$ cat src/rtl/mem_access_unit_if.sv
// MEM-stage bundle: ALU_MEM input, data-memory port and MEM_WB output.
// slave is the unit's view; master is the surrounding pipeline/memory.
interface mem_access_unit_if;
  logic        inValid;
  logic        inReady;
  logic [31:0] aluResult;
  logic [31:0] storeData;
  logic        memRead;
  logic        memWrite;
  logic [2:0]  func3;
  logic [4:0]  rdIn;
  logic        regWriteIn;
  logic        memReq;
  logic        memWe;
  logic [31:0] memAddr;
  logic [31:0] memWdata;
  logic [3:0]  memByteEn;
  logic        memGnt;
  logic        memRvalid;
  logic [31:0] memRdata;
  logic        outValid;
  logic        outReady;
  logic [31:0] outData;
  logic [4:0]  outRd;
  logic        outRegWrite;
  logic        outErr;

  modport slave (
    input  inValid, aluResult, storeData, memRead, memWrite,
    input  func3, rdIn, regWriteIn,
    input  memGnt, memRvalid, memRdata, outReady,
    output inReady, memReq, memWe, memAddr, memWdata, memByteEn,
    output outValid, outData, outRd, outRegWrite, outErr
  );

  modport master (
    output inValid, aluResult, storeData, memRead, memWrite,
    output func3, rdIn, regWriteIn,
    output memGnt, memRvalid, memRdata, outReady,
    input  inReady, memReq, memWe, memAddr, memWdata, memByteEn,
    input  outValid, outData, outRd, outRegWrite, outErr
  );
endinterface

$ cat src/rtl/mem_access_unit.sv
// MEM-stage engine: runs the data-memory transaction for loads/stores
// and hands every result to MEM_WB over a valid/ready handshake.
module mem_access_unit #(
  parameter int DATA_W  = 32,
  parameter int TIMEOUT = 255
) (
  input logic              clk,
  input logic              resetN,
  mem_access_unit_if.slave bus
);
  typedef enum logic [1:0] {
    IDLE,
    REQ,
    WAIT,
    DONE
  } state_e;

  localparam logic [7:0] TO8 = 8'(TIMEOUT);

  state_e            state_q, state_d;
  logic [DATA_W-1:0] ea_q, ea_d;
  logic [DATA_W-1:0] wdata_q, wdata_d;
  logic [3:0]        be_q, be_d;
  logic              we_q, we_d;
  logic [2:0]        f3_q, f3_d;
  logic              rw_q, rw_d;
  logic [7:0]        cnt_q, cnt_d;
  logic              ovalid_q, ovalid_d;
  logic [DATA_W-1:0] odata_q, odata_d;
  logic [4:0]        ord_q, ord_d;
  logic              orw_q, orw_d;
  logic              oerr_q, oerr_d;

  logic              in_ready;
  logic              accept;
  logic              is_mem;
  logic              mis;
  logic [1:0]        a;
  logic [3:0]        be_in;
  logic [DATA_W-1:0] wd_in;
  logic [DATA_W-1:0] sh_b;
  logic [7:0]        lb;
  logic [15:0]       lh;
  logic [DATA_W-1:0] ld_val;
  logic              to_hit;

  assign in_ready = resetN & (state_q == IDLE) & ~ovalid_q;
  assign accept   = bus.inValid & in_ready;
  assign is_mem   = bus.memRead | bus.memWrite;
  assign a        = bus.aluResult[1:0];

  assign bus.inReady     = in_ready;
  assign bus.memReq      = (state_q == REQ);
  assign bus.memWe       = we_q;
  assign bus.memAddr     = {ea_q[DATA_W-1:2], 2'b00};
  assign bus.memWdata    = wdata_q;
  assign bus.memByteEn   = be_q;
  assign bus.outValid    = ovalid_q;
  assign bus.outData     = odata_q;
  assign bus.outRd       = ord_q;
  assign bus.outRegWrite = orw_q;
  assign bus.outErr      = oerr_q;

  // Size decode: lane enables, replicated store data, alignment error.
  always_comb begin
    mis   = 1'b0;
    be_in = 4'b1111;
    wd_in = bus.storeData;
    unique case (1'b1)
      bus.func3 == 3'b000, bus.func3 == 3'b100: begin
        be_in = 4'b0001 << a;
        wd_in = {4{bus.storeData[7:0]}};
      end
      bus.func3 == 3'b001, bus.func3 == 3'b101: begin
        mis   = a[0];
        be_in = 4'b0011 << {a[1], 1'b0};
        wd_in = {2{bus.storeData[15:0]}};
      end
      bus.func3 == 3'b010: mis = |a;
      default:             mis = 1'b1;
    endcase
  end

  assign sh_b = bus.memRdata >> {ea_q[1:0], 3'b000};
  assign lb   = sh_b[7:0];
  assign lh   = ea_q[1] ? bus.memRdata[31:16] : bus.memRdata[15:0];

  always_comb begin
    ld_val = bus.memRdata;
    unique case (1'b1)
      f3_q == 3'b000: ld_val = {{24{lb[7]}}, lb};
      f3_q == 3'b100: ld_val = {24'b0, lb};
      f3_q == 3'b001: ld_val = {{16{lh[15]}}, lh};
      f3_q == 3'b101: ld_val = {16'b0, lh};
      default:        ld_val = bus.memRdata;
    endcase
  end

  // Counter saturates so a late WAIT can never wrap past the limit.
  assign to_hit = (cnt_q >= TO8 - 8'd1);

  always_comb begin
    state_d  = state_q;
    ea_d     = ea_q;
    wdata_d  = wdata_q;
    be_d     = be_q;
    we_d     = we_q;
    f3_d     = f3_q;
    rw_d     = rw_q;
    cnt_d    = cnt_q;
    ovalid_d = ovalid_q;
    odata_d  = odata_q;
    ord_d    = ord_q;
    orw_d    = orw_q;
    oerr_d   = oerr_q;
    unique case (state_q)
      IDLE: begin
        if (accept) begin
          ea_d    = bus.aluResult;
          wdata_d = wd_in;
          be_d    = be_in;
          we_d    = bus.memWrite;
          f3_d    = bus.func3;
          rw_d    = bus.regWriteIn;
          ord_d   = bus.rdIn;
          cnt_d   = 8'd0;
          if (!is_mem) begin
            state_d  = DONE;
            ovalid_d = 1'b1;
            odata_d  = bus.aluResult;
            orw_d    = bus.regWriteIn;
            oerr_d   = 1'b0;
          end else if (mis) begin
            state_d  = DONE;
            ovalid_d = 1'b1;
            odata_d  = bus.aluResult;
            orw_d    = 1'b0;
            oerr_d   = 1'b1;
          end else begin
            state_d = REQ;
          end
        end
      end
      REQ, WAIT: begin
        if (cnt_q != TO8) cnt_d = cnt_q + 8'd1;
        if (state_q == REQ && bus.memGnt) begin
          state_d = WAIT;
        end else if (state_q == WAIT && bus.memRvalid) begin
          state_d  = DONE;
          ovalid_d = 1'b1;
          odata_d  = we_q ? '0 : ld_val;
          orw_d    = we_q ? 1'b0 : rw_q;
          oerr_d   = 1'b0;
        end else if (to_hit) begin
          state_d  = DONE;
          ovalid_d = 1'b1;
          odata_d  = ea_q;
          orw_d    = 1'b0;
          oerr_d   = 1'b1;
        end
      end
      DONE: begin
        if (bus.outReady) begin
          ovalid_d = 1'b0;
          state_d  = IDLE;
        end
      end
      default: state_d = IDLE;
    endcase
  end

  always_ff @(posedge clk or negedge resetN) begin
    if (!resetN) begin
      state_q  <= IDLE;
      ea_q     <= '0;
      wdata_q  <= '0;
      be_q     <= '0;
      we_q     <= 1'b0;
      f3_q     <= '0;
      rw_q     <= 1'b0;
      cnt_q    <= '0;
      ovalid_q <= 1'b0;
      odata_q  <= '0;
      ord_q    <= '0;
      orw_q    <= 1'b0;
      oerr_q   <= 1'b0;
    end else begin
      state_q  <= state_d;
      ea_q     <= ea_d;
      wdata_q  <= wdata_d;
      be_q     <= be_d;
      we_q     <= we_d;
      f3_q     <= f3_d;
      rw_q     <= rw_d;
      cnt_q    <= cnt_d;
      ovalid_q <= ovalid_d;
      odata_q  <= odata_d;
      ord_q    <= ord_d;
      orw_q    <= orw_d;
      oerr_q   <= oerr_d;
    end
  end
endmodule
$ cat src/flat_wrapper.sv
// flat-port wrapper written by rule: the top's interface ports become plain ports
module mem_access_unit_flat 
#(
  parameter int DATA_W  = 32,
  parameter int TIMEOUT = 255
)
  (clk, resetN, bus_inValid, bus_aluResult, bus_storeData, bus_memRead, bus_memWrite, bus_func3, bus_rdIn, bus_regWriteIn, bus_memGnt, bus_memRvalid, bus_memRdata, bus_outReady, bus_inReady, bus_memReq, bus_memWe, bus_memAddr, bus_memWdata, bus_memByteEn, bus_outValid, bus_outData, bus_outRd, bus_outRegWrite, bus_outErr);
  mem_access_unit_if bus_i ();
  input logic clk;
  input logic resetN;
  input wire logic [$bits(bus_i.inValid)-1:0] bus_inValid;
  input wire logic [$bits(bus_i.aluResult)-1:0] bus_aluResult;
  input wire logic [$bits(bus_i.storeData)-1:0] bus_storeData;
  input wire logic [$bits(bus_i.memRead)-1:0] bus_memRead;
  input wire logic [$bits(bus_i.memWrite)-1:0] bus_memWrite;
  input wire logic [$bits(bus_i.func3)-1:0] bus_func3;
  input wire logic [$bits(bus_i.rdIn)-1:0] bus_rdIn;
  input wire logic [$bits(bus_i.regWriteIn)-1:0] bus_regWriteIn;
  input wire logic [$bits(bus_i.memGnt)-1:0] bus_memGnt;
  input wire logic [$bits(bus_i.memRvalid)-1:0] bus_memRvalid;
  input wire logic [$bits(bus_i.memRdata)-1:0] bus_memRdata;
  input wire logic [$bits(bus_i.outReady)-1:0] bus_outReady;
  output wire logic [$bits(bus_i.inReady)-1:0] bus_inReady;
  output wire logic [$bits(bus_i.memReq)-1:0] bus_memReq;
  output wire logic [$bits(bus_i.memWe)-1:0] bus_memWe;
  output wire logic [$bits(bus_i.memAddr)-1:0] bus_memAddr;
  output wire logic [$bits(bus_i.memWdata)-1:0] bus_memWdata;
  output wire logic [$bits(bus_i.memByteEn)-1:0] bus_memByteEn;
  output wire logic [$bits(bus_i.outValid)-1:0] bus_outValid;
  output wire logic [$bits(bus_i.outData)-1:0] bus_outData;
  output wire logic [$bits(bus_i.outRd)-1:0] bus_outRd;
  output wire logic [$bits(bus_i.outRegWrite)-1:0] bus_outRegWrite;
  output wire logic [$bits(bus_i.outErr)-1:0] bus_outErr;
  assign bus_i.inValid = bus_inValid;
  assign bus_i.aluResult = bus_aluResult;
  assign bus_i.storeData = bus_storeData;
  assign bus_i.memRead = bus_memRead;
  assign bus_i.memWrite = bus_memWrite;
  assign bus_i.func3 = bus_func3;
  assign bus_i.rdIn = bus_rdIn;
  assign bus_i.regWriteIn = bus_regWriteIn;
  assign bus_i.memGnt = bus_memGnt;
  assign bus_i.memRvalid = bus_memRvalid;
  assign bus_i.memRdata = bus_memRdata;
  assign bus_i.outReady = bus_outReady;
  assign bus_inReady = bus_i.inReady;
  assign bus_memReq = bus_i.memReq;
  assign bus_memWe = bus_i.memWe;
  assign bus_memAddr = bus_i.memAddr;
  assign bus_memWdata = bus_i.memWdata;
  assign bus_memByteEn = bus_i.memByteEn;
  assign bus_outValid = bus_i.outValid;
  assign bus_outData = bus_i.outData;
  assign bus_outRd = bus_i.outRd;
  assign bus_outRegWrite = bus_i.outRegWrite;
  assign bus_outErr = bus_i.outErr;
  mem_access_unit #(.DATA_W(DATA_W), .TIMEOUT(TIMEOUT)) u_core (.clk(clk), .resetN(resetN), .bus(bus_i));
endmodule
$ cat config.mk
export PLATFORM = sky130hd
export DESIGN_NAME = mem_access_unit_flat
export DESIGN_NICKNAME = d
export VERILOG_FILES = /design/src/rtl/mem_access_unit_if.sv /design/src/rtl/mem_access_unit.sv /design/src/flat_wrapper.sv
export SDC_FILE = /design/constraint.sdc
export NUM_CORES = 1
export LEC_CHECK = 0
export CAP_MARGIN = 20
export CORE_AREA = 2 2 151 153
export CTS_BUF_LIST = sky130_fd_sc_hd__clkbuf_8
export DETAILED_ROUTE_END_ITERATION = 7
export DIE_AREA = 0 0 153 155
export PLACE_DENSITY_LB_ADDON = 0.08
export SKIP_LAST_GASP = 1
export SLEW_MARGIN = 20
export SYNTH_ARGS = -nofsm -noshare
export SYNTH_HDL_FRONTEND = slang
export SYNTH_SLANG_ARGS = --single-unit
$ cat constraint.sdc
create_clock -name clk -period 2.9 [get_ports clk]
set_clock_uncertainty 0.1 [all_clocks]
set_input_delay 0.29 -clock clk [delete_from_list [all_inputs] [get_ports clk]]
set_output_delay 0.29 -clock clk [all_outputs]
set_load 0.01 [all_outputs]
==> results of run 1 <==
metrics by stage:
stage | worst slack, ns | utilization | power, W | cells | area [um^2]
2_1_floorplan | 0.852 | - | 0.00185 | 663 | 6530
3_3_place_gp | 0.491 | 0.396 | 0.00211 | 1109 | 8810
3_5_place_dp | 0.445 | 0.396 | 0.00212 | 1109 | 8810
4_1_cts | 0.393 | 0.414 | 0.00361 | 1141 | 9190
5_1_grt | 0.297 | 0.414 | 0.00371 | 1142 | 9200
6_report | 0.422 | 0.414 | 0.00355 | 1142 | 9200
kinds of logic (layout without fill, tap and decap cells):
group	after synthesis	in the layout	synth area share
simple gates	165	165	0.111
buf+inv	95	288	0.0818
flops	123	123	0.472
other cells	1	3	0.000574
mux	83	83	0.137
fa+ha+maj	7	7	0.0134
compound gates	188	188	0.185
cell usage after synthesis (all sizes together) (2+ instances only):
| library cell | count |
|---|---|
| o211ai | 3 |
| dfrtp | 123 |
| ha | 7 |
| a2111oi | 3 |
| clkbuf | 23 |
| nand2 | 61 |
| nand4 | 10 |
| o21ai | 58 |
| a21o | 2 |
| nand2b | 3 |
| buf | 55 |
| a21oi | 36 |
| a311oi | 3 |
| a31oi | 30 |
| and3 | 9 |
| inv | 17 |
| mux2 | 50 |
| a222oi | 16 |
| nor2b | 2 |
| o31ai | 3 |
| nand4b | 2 |
| nor2 | 65 |
| nand3 | 5 |
| o22ai | 16 |
| a221oi | 10 |
| mux2i | 33 |
registers in the layout, indices dropped and copies added, names as in the netlist:
name	flops
u_core.cnt_q	8
u_core.rw_q	1
u_core.bus.outRegWrite	1
u_core.bus.memWdata	32
u_core.ea_q	32
u_core.bus.outData	32
u_core.f3_q	3
u_core.bus.memWe	1
u_core.bus.memByteEn	4
u_core.bus.outValid	1
u_core.bus.outErr	1
u_core.bus.outRd	5
u_core.state_q	2
placed cells by master (no fill, tap or decap), types with 2 or more instances in the layout:
cell	synthesis	routed
clkbuf_8	0	20
o22ai_1	16	16
buf_12	0	3
nor2_1	64	64
nand4b_1	2	2
nand3_1	5	5
clkinvlp_4	0	4
nand4_1	10	10
o21ai_0	58	58
nor2b_1	2	2
o31ai_1	2	2
a31oi_1	30	30
a21o_1	2	2
conb_1	1	2
dfrtp_1	123	123
inv_1	17	18
o211ai_1	3	3
a222oi_1	16	16
nand2_1	61	60
a21oi_1	35	35
mux2i_1	33	33
clkdlybuf4s50_1	0	220
clkinv_2	0	3
and3_1	9	9
mux2_2	50	50
a2111oi_0	3	3
a221oi_1	10	10
nand2b_1	3	3
a311oi_1	3	3
ha_1	7	7
buf_4	36	15
path summary, 6_finish.rpt:
path / slack (ns) / cells past startpoint / end
worst max-delay path: 0.42 / 4 / bus_inReady
worst min-delay path: 0.15 / 2 / u_core.cnt_q[7]
worst max register to register: 0.45 / 8 / u_core.bus.outData[0]
worst min register to register: 0.39 / 2 / u_core.bus.memWdata[23]
max in group asynchronous: 0.77 / 4 / u_core.bus.outData[3]
min in group clk: 0.37 / 2 / u_core.bus.outRd[3]
what timing repair did:
item | CTS | global route
endpoints found under the hold margin | 10 | 0
hold buffers | 1 | 0
buffers inserted | 0 | 0
cell type report:
cell class | instances | area share
Clock buffer | 20 | 0.0299
Inverter | 17 | 0.00694
Timing Repair Buffer | 240 | 0.261
Clock inverter | 11 | 0.0105
Antenna cell | 1 | 0.000272
Multi-Input combinational cell | 445 | 0.318
Tap cell | 285 | 0.0388
Sequential cell | 123 | 0.335
per-layer routing:
| layer | GRT usage | up-vias |
|---|---|---|
| met5 | 0 | - |
| met4 | 0.0670 | 0 |
| met3 | 0.0421 | 27 |
| met2 | 0.313 | 223 |
| met1 | 0.248 | 2845 |
| li1 | - | 2750 |
where the power goes:
part	internal, W	leakage, nW	switching, W	total (W)
registers	0.00172	1.68	0.00000368	0.00172
logic	0.000198	2.07	0.000158	0.000356
clock network	0.000736	0.184	0.000733	0.00147
total	0.00265	3.93	0.000894	0.00355
==> impl_metrics.ini, run 1 <==
[logic_synthesis]
synth_top_area_cell = dfrtp_1
synthArstFlopShare = 1.00
synth_top_flop_cell = dfrtp_1
ys.warnings.count = 0
avgSynthCellArea_um2 = 9.86
netlist.area_leader.share = 0.472
synth_enable_flop_cells = 0
yosysSeqAreaShare = 0.472
synth.area.top_cells = dfrtp_1 47%, mux2_2 8.6%, mux2i_1 5.1%
syn_inst = 662
ys_ff_latch = 123
ys_types = 50
syn_area_um2 = 6530

[floorplan]
die-area_um2 = 23700
io_pins = 224
core-area_um2 = 22200
placementRows = 55
start_util = 0.294
die_h_um = 155
die_w_um = 153

[routing]
wl_met2_mm = 10.8
wl_met1_mm = 9.85
ant_nets = 0
via_count = 5845
routed.top_layer = met4
drtIter0Drc = 424
wirelength_mm = 22.5
avgViaCountPerCell = 5.12
drc = 0
wl_met3_mm = 1.38
dr.pass1.iters = 6
routedWlPerCell_um = 19.7

[power_and_ir_drop]
vdd_drop_max_mv = 0.250
p_leak_nw = 3.93
power.density_nw_per_um2 = 386

[clocking]
clk_latency_ns = 0.44
htree_levels = 4
cts_root_buffer = clkbuf_8
cts_buffers = 17
ctsResizeCount = 0
clock_path_buffers = 2
clock-sinks = 123
tritoncts = done
path_clk_slew_ns = 0.07

[timing]
setup_viol = 0
hold_viol = 0
finalSetupTns_ns = 0
period_needed_ns = 2.48
fin_crit_sh = 0.855
slew_viol_final = 0
slew_headroom = 0.390
rsz0062_at_grt = false
whs_ns = 0.150
fmax_ghz = 0.404
worst_slew_pin_slew_ns = 0.912

[worst_setup_path]
startpoint = u_core.state_q[0]
endpoint_kind = primary output
path_buf_inv = 2
crit_chain = inv_1, ha_1, and3b_1, clkdlybuf4s50_1
worstPathArrival_ns = 2.09
r2r_start = u_core.state_q[0]
cp_top_family = buffers and inverters
cp.required_ns = 2.51
worstSetupPathType = flop to primary output
cp_max_fo = 6
crit_path_start_kind = flop
worst_path_max_delay_cell = clkdlybuf4s50_1
slowest_delay_ns = 0.56

[final_layout]
regArea_um2 = 3080
multi_input_area_um2 = 2930
nNetsFinal = 964
area_growth_pct = 40.9
fillers = 2226
drive_gt1_frac = 0.124

[grt]
first_global_vias = 6027
grt_max_degree = 64
grt_usage = 0.190
overflow = 0
antenna_found_initial = 1
grt_pass1_wl_mm = 34.8

[run]
max_cap_violations = 0

[hold_path]
min_path_type = primary input to asynchronous set/reset pin

[placement]
hpwl_mm = 16.4
portBuffers = 221
place.gp.congestion = 0.809

[status]
status = complete, no violations
Power figures use the tool's default switching activity.
==> inputs of run 2 (changes only) <==
--- a/config.mk
+++ b/config.mk
@@ -5,11 +5,13 @@
 export SDC_FILE = /design/constraint.sdc
 export NUM_CORES = 1
 export LEC_CHECK = 0
+export ABC_AREA = 1
 export CAP_MARGIN = 20
-export CORE_AREA = 2 2 151 153
+export CORE_AREA = 2 2 157 159
 export CTS_BUF_LIST = sky130_fd_sc_hd__clkbuf_8
 export DETAILED_ROUTE_END_ITERATION = 7
-export DIE_AREA = 0 0 153 155
+export DIE_AREA = 0 0 159 161
+export DONT_BUFFER_PORTS = 1
 export PLACE_DENSITY_LB_ADDON = 0.08
 export SKIP_LAST_GASP = 1
 export SLEW_MARGIN = 20
==> run 2 against run 1 <==
Against the previous run:
- cell count grew 19%
- wire length grew 4.9%
- utilization shrank 7.0 points
- sequential power grew 110%
- final area shrank 10%
- non-clock buffer count shrank 157
- worst hold slack lost 0.72 ns
- the run now ends with hold timing left
- total power grew to 2.5 times the previous value
- critical path depth grew 4
- via count grew 7.0%
- die area grew 7.9%
- flip-flop and latch count is the same
==> impl_metrics.ini, run 2 <==
[logic_synthesis]
synth_compound_area_frac = 0.151
yosysSeqAreaShare = 0.435
ys_types = 37
synth_mux_area_frac = 0
yosys.area_share.adder = 0.0124
avgSynthCellArea_um2 = 7.10
synth.area.top_cells = dfrtp_1 44%, nand2_1 15%, o21ai_0 10%
synth-xor-area-share = 0.00124
synth_most_common_cell = nand2_1
synthTopCellsByCount = 285 x nand2_1, 159 x inv_1, 148 x o21ai_0
syn_inst = 995
netlist.area_leader.share = 0.435
syn_area_um2 = 7070
synthArstFlopShare = 1.00
synth_top_family_by_area = simple AND/OR/NAND/NOR gates
ys_ff_latch = 123
synth_top_flop_cell = dfrtp_1
synth_top_area_cell = dfrtp_1
post_synth_and_or_nand_nor_area_fraction = 0.243
ys.warnings.count = 0
synth_enable_flop_cells = 0

[power_and_ir_drop]
p_sw_w = 0.00438
internal_power_w = 0.00450
fin_total_pwr_w = 0.00888
switching_share = 0.493
vdd_drop_max_mv = 0.532
clkPwrFrac = 0.183
combPwrFrac = 0.418
p_leak_nw = 4.21
seq_power_share = 0.400
power.density_nw_per_um2 = 1080

[clocking]
clk_latency_ns = 0.45
htree_levels = 4
path_clk_slew_ns = 0.08
clock_path_buffers = 2
clock-sinks = 123
cts_buffers = 17
cts_hold_buffers = 77
cts_root_buffer = clkbuf_8
tritoncts = done
ctsResizeCount = 0
postCtsSetupBuffers = 0

[grt]
overflow = 0
grt_max_degree = 146
grt_pass1_wl_mm = 36.5
antenna_found_initial = 1
first_global_vias = 6197
grt_usage = 0.184

[routing]
drc = 0
drtIter0Drc = 349
wirelength_mm = 23.6
ant_nets = 0
dr.pass1.iters = 5
avgViaCountPerCell = 4.60
routedWlPerCell_um = 17.3
via_count = 6253

[worst_setup_path]
slowest_delay_ns = 0.56
worst_path_max_delay_cell = dlygate4sd3_1
crit_chain = inv_1, ha_1, nand4_1, buf_12, nor2_1, o21ai_0, dlygate4sd3_1, nand3_1
path_buf_inv = 3
endpoint_kind = flop
worstPathArrival_ns = 2.71
cp.required_ns = 3.13
worstSetupPathType = flop to flop
cp_top_family = buffers and inverters
crit_path_start_kind = flop
cp_max_fo = 145

[timing]
fmax_ghz = 0.404
rsz0062_at_grt = false
slew_headroom = 0.581
whs_ns = -0.567
worst_slew_pin_slew_ns = 0.626
period_needed_ns = 2.48
fin_crit_sh = 0.854
setup_viol = 0
slew_viol_final = 0
finalSetupTns_ns = 0
setup_ws_ns = 0.423
hold_viol = 123

[placement]
place.gp.congestion = 0.831
hpwl_mm = 16.4
place_inst = 1249
portBuffers = 0
dp_slack_ns = 0.555

[hold_path]
min_path_type = primary input to asynchronous set/reset pin

[final_layout]
nNetsFinal = 1141
instances_no_fill = 1359
area_growth_pct = 16.6
layout_common_cells = 285 x nand2_1, 159 x inv_1, 148 x o21ai_0
final_common_cell = nand2_1
drive_gt1_frac = 0.0532

[floorplan]
die_w_um = 159
start_util = 0.295
io_pins = 224
die-area_um2 = 25600
die_h_um = 161
core-area_um2 = 24000
placementRows = 57

[status]
status = finished with violations
violations = hold timing

[run]
max_cap_violations = 0
==> run 2: changes by cell type in the layout (fill, tap and decap cells not counted), moves of 30 or more <==
cell	previous run	this run
o21ai_0	58	148
clkdlybuf4s50_1	220	0
mux2i_1	33	0
nand3_1	5	61
dlygate4sd3_1	1	77
mux2_2	50	0
a31oi_1	30	0
inv_1	18	159
nand2_1	60	285
==> run 2: final timing paths <==
path,start,cells past startpoint,end,slack (ns)
worst max-delay path,u_core.state_q[0],8,u_core.bus.memByteEn[3],0.42
worst min-delay path,resetN,0,u_core.bus.outData[7],-0.57
worst max register to register,u_core.state_q[0],8,u_core.bus.memByteEn[3],0.42
worst min register to register,u_core.rw_q,2,u_core.rw_q,0.42
max in group asynchronous,resetN,0,u_core.cnt_q[2],2.87
min in group clk,bus_aluResult[0],3,u_core.bus.memByteEn[1],0.04
==> run 2: cell type report <==
cell class	count	area (um^2)
inverters	164	623
diodes	1	2.50
flip-flops and latches	123	3080
fillers	2670	15700
well taps	324	405
multi-input cells	632	2890
clock buffers	18	248
repair buffers	83	841
clock inverters	14	159
==> run 2: kinds of logic (layout without fill, tap and decap cells) <==
group	after synthesis	count (layout)
AND/OR/NAND/NOR	414	414
adder cells (fa/ha/maj)	7	7
XOR/XNOR	1	1
other	1	3
buffers and inverters	241	279
flip-flops	123	123
AO/OA/AOI/OAI	208	208
==> run 2: through the flow <==
step / instance area, um^2 / util / hold WS [ns]
finish: 8250 / 0.344 / -0.567
floorplan: 7070 / - / -0.106
global route: 8240 / 0.344 / -0.624
global placement: 7070 / 0.295 / -0.101
detailed placement: 7070 / 0.295 / -0.0998
CTS: 8240 / 0.344 / -0.614
==> run 2: worst register-to-register path: stages (launching register included) <==
cell	delay (ns)
dfrtp_1	0.40
inv_1	0.10
ha_1	0.28
nand4_1	0.19
buf_12	0.45
nor2_1	0.15
o21ai_0	0.09
dlygate4sd3_1	0.56
nand3_1	0.06
==> run 2: power groups by stage <==
stage	logic [W]	registers, W	clock network (W)
floorplan	0.00328	0.00316	0
global placement	0.00362	0.00361	0
detailed placement	0.00364	0.00359	0
CTS	0.00374	0.00357	0.00168
global route	0.00429	0.00366	0.00177
finish	0.00371	0.00355	0.00162
==> run 2: metal layers <==
metal,vias to the layer above,global-route usage,wire length (um)
met2,206,0.279,10300
met5,-,0,0
met1,2898,0.252,11100
met3,28,0.0542,1690
met4,0,0.0607,463
li1,3121,-,-
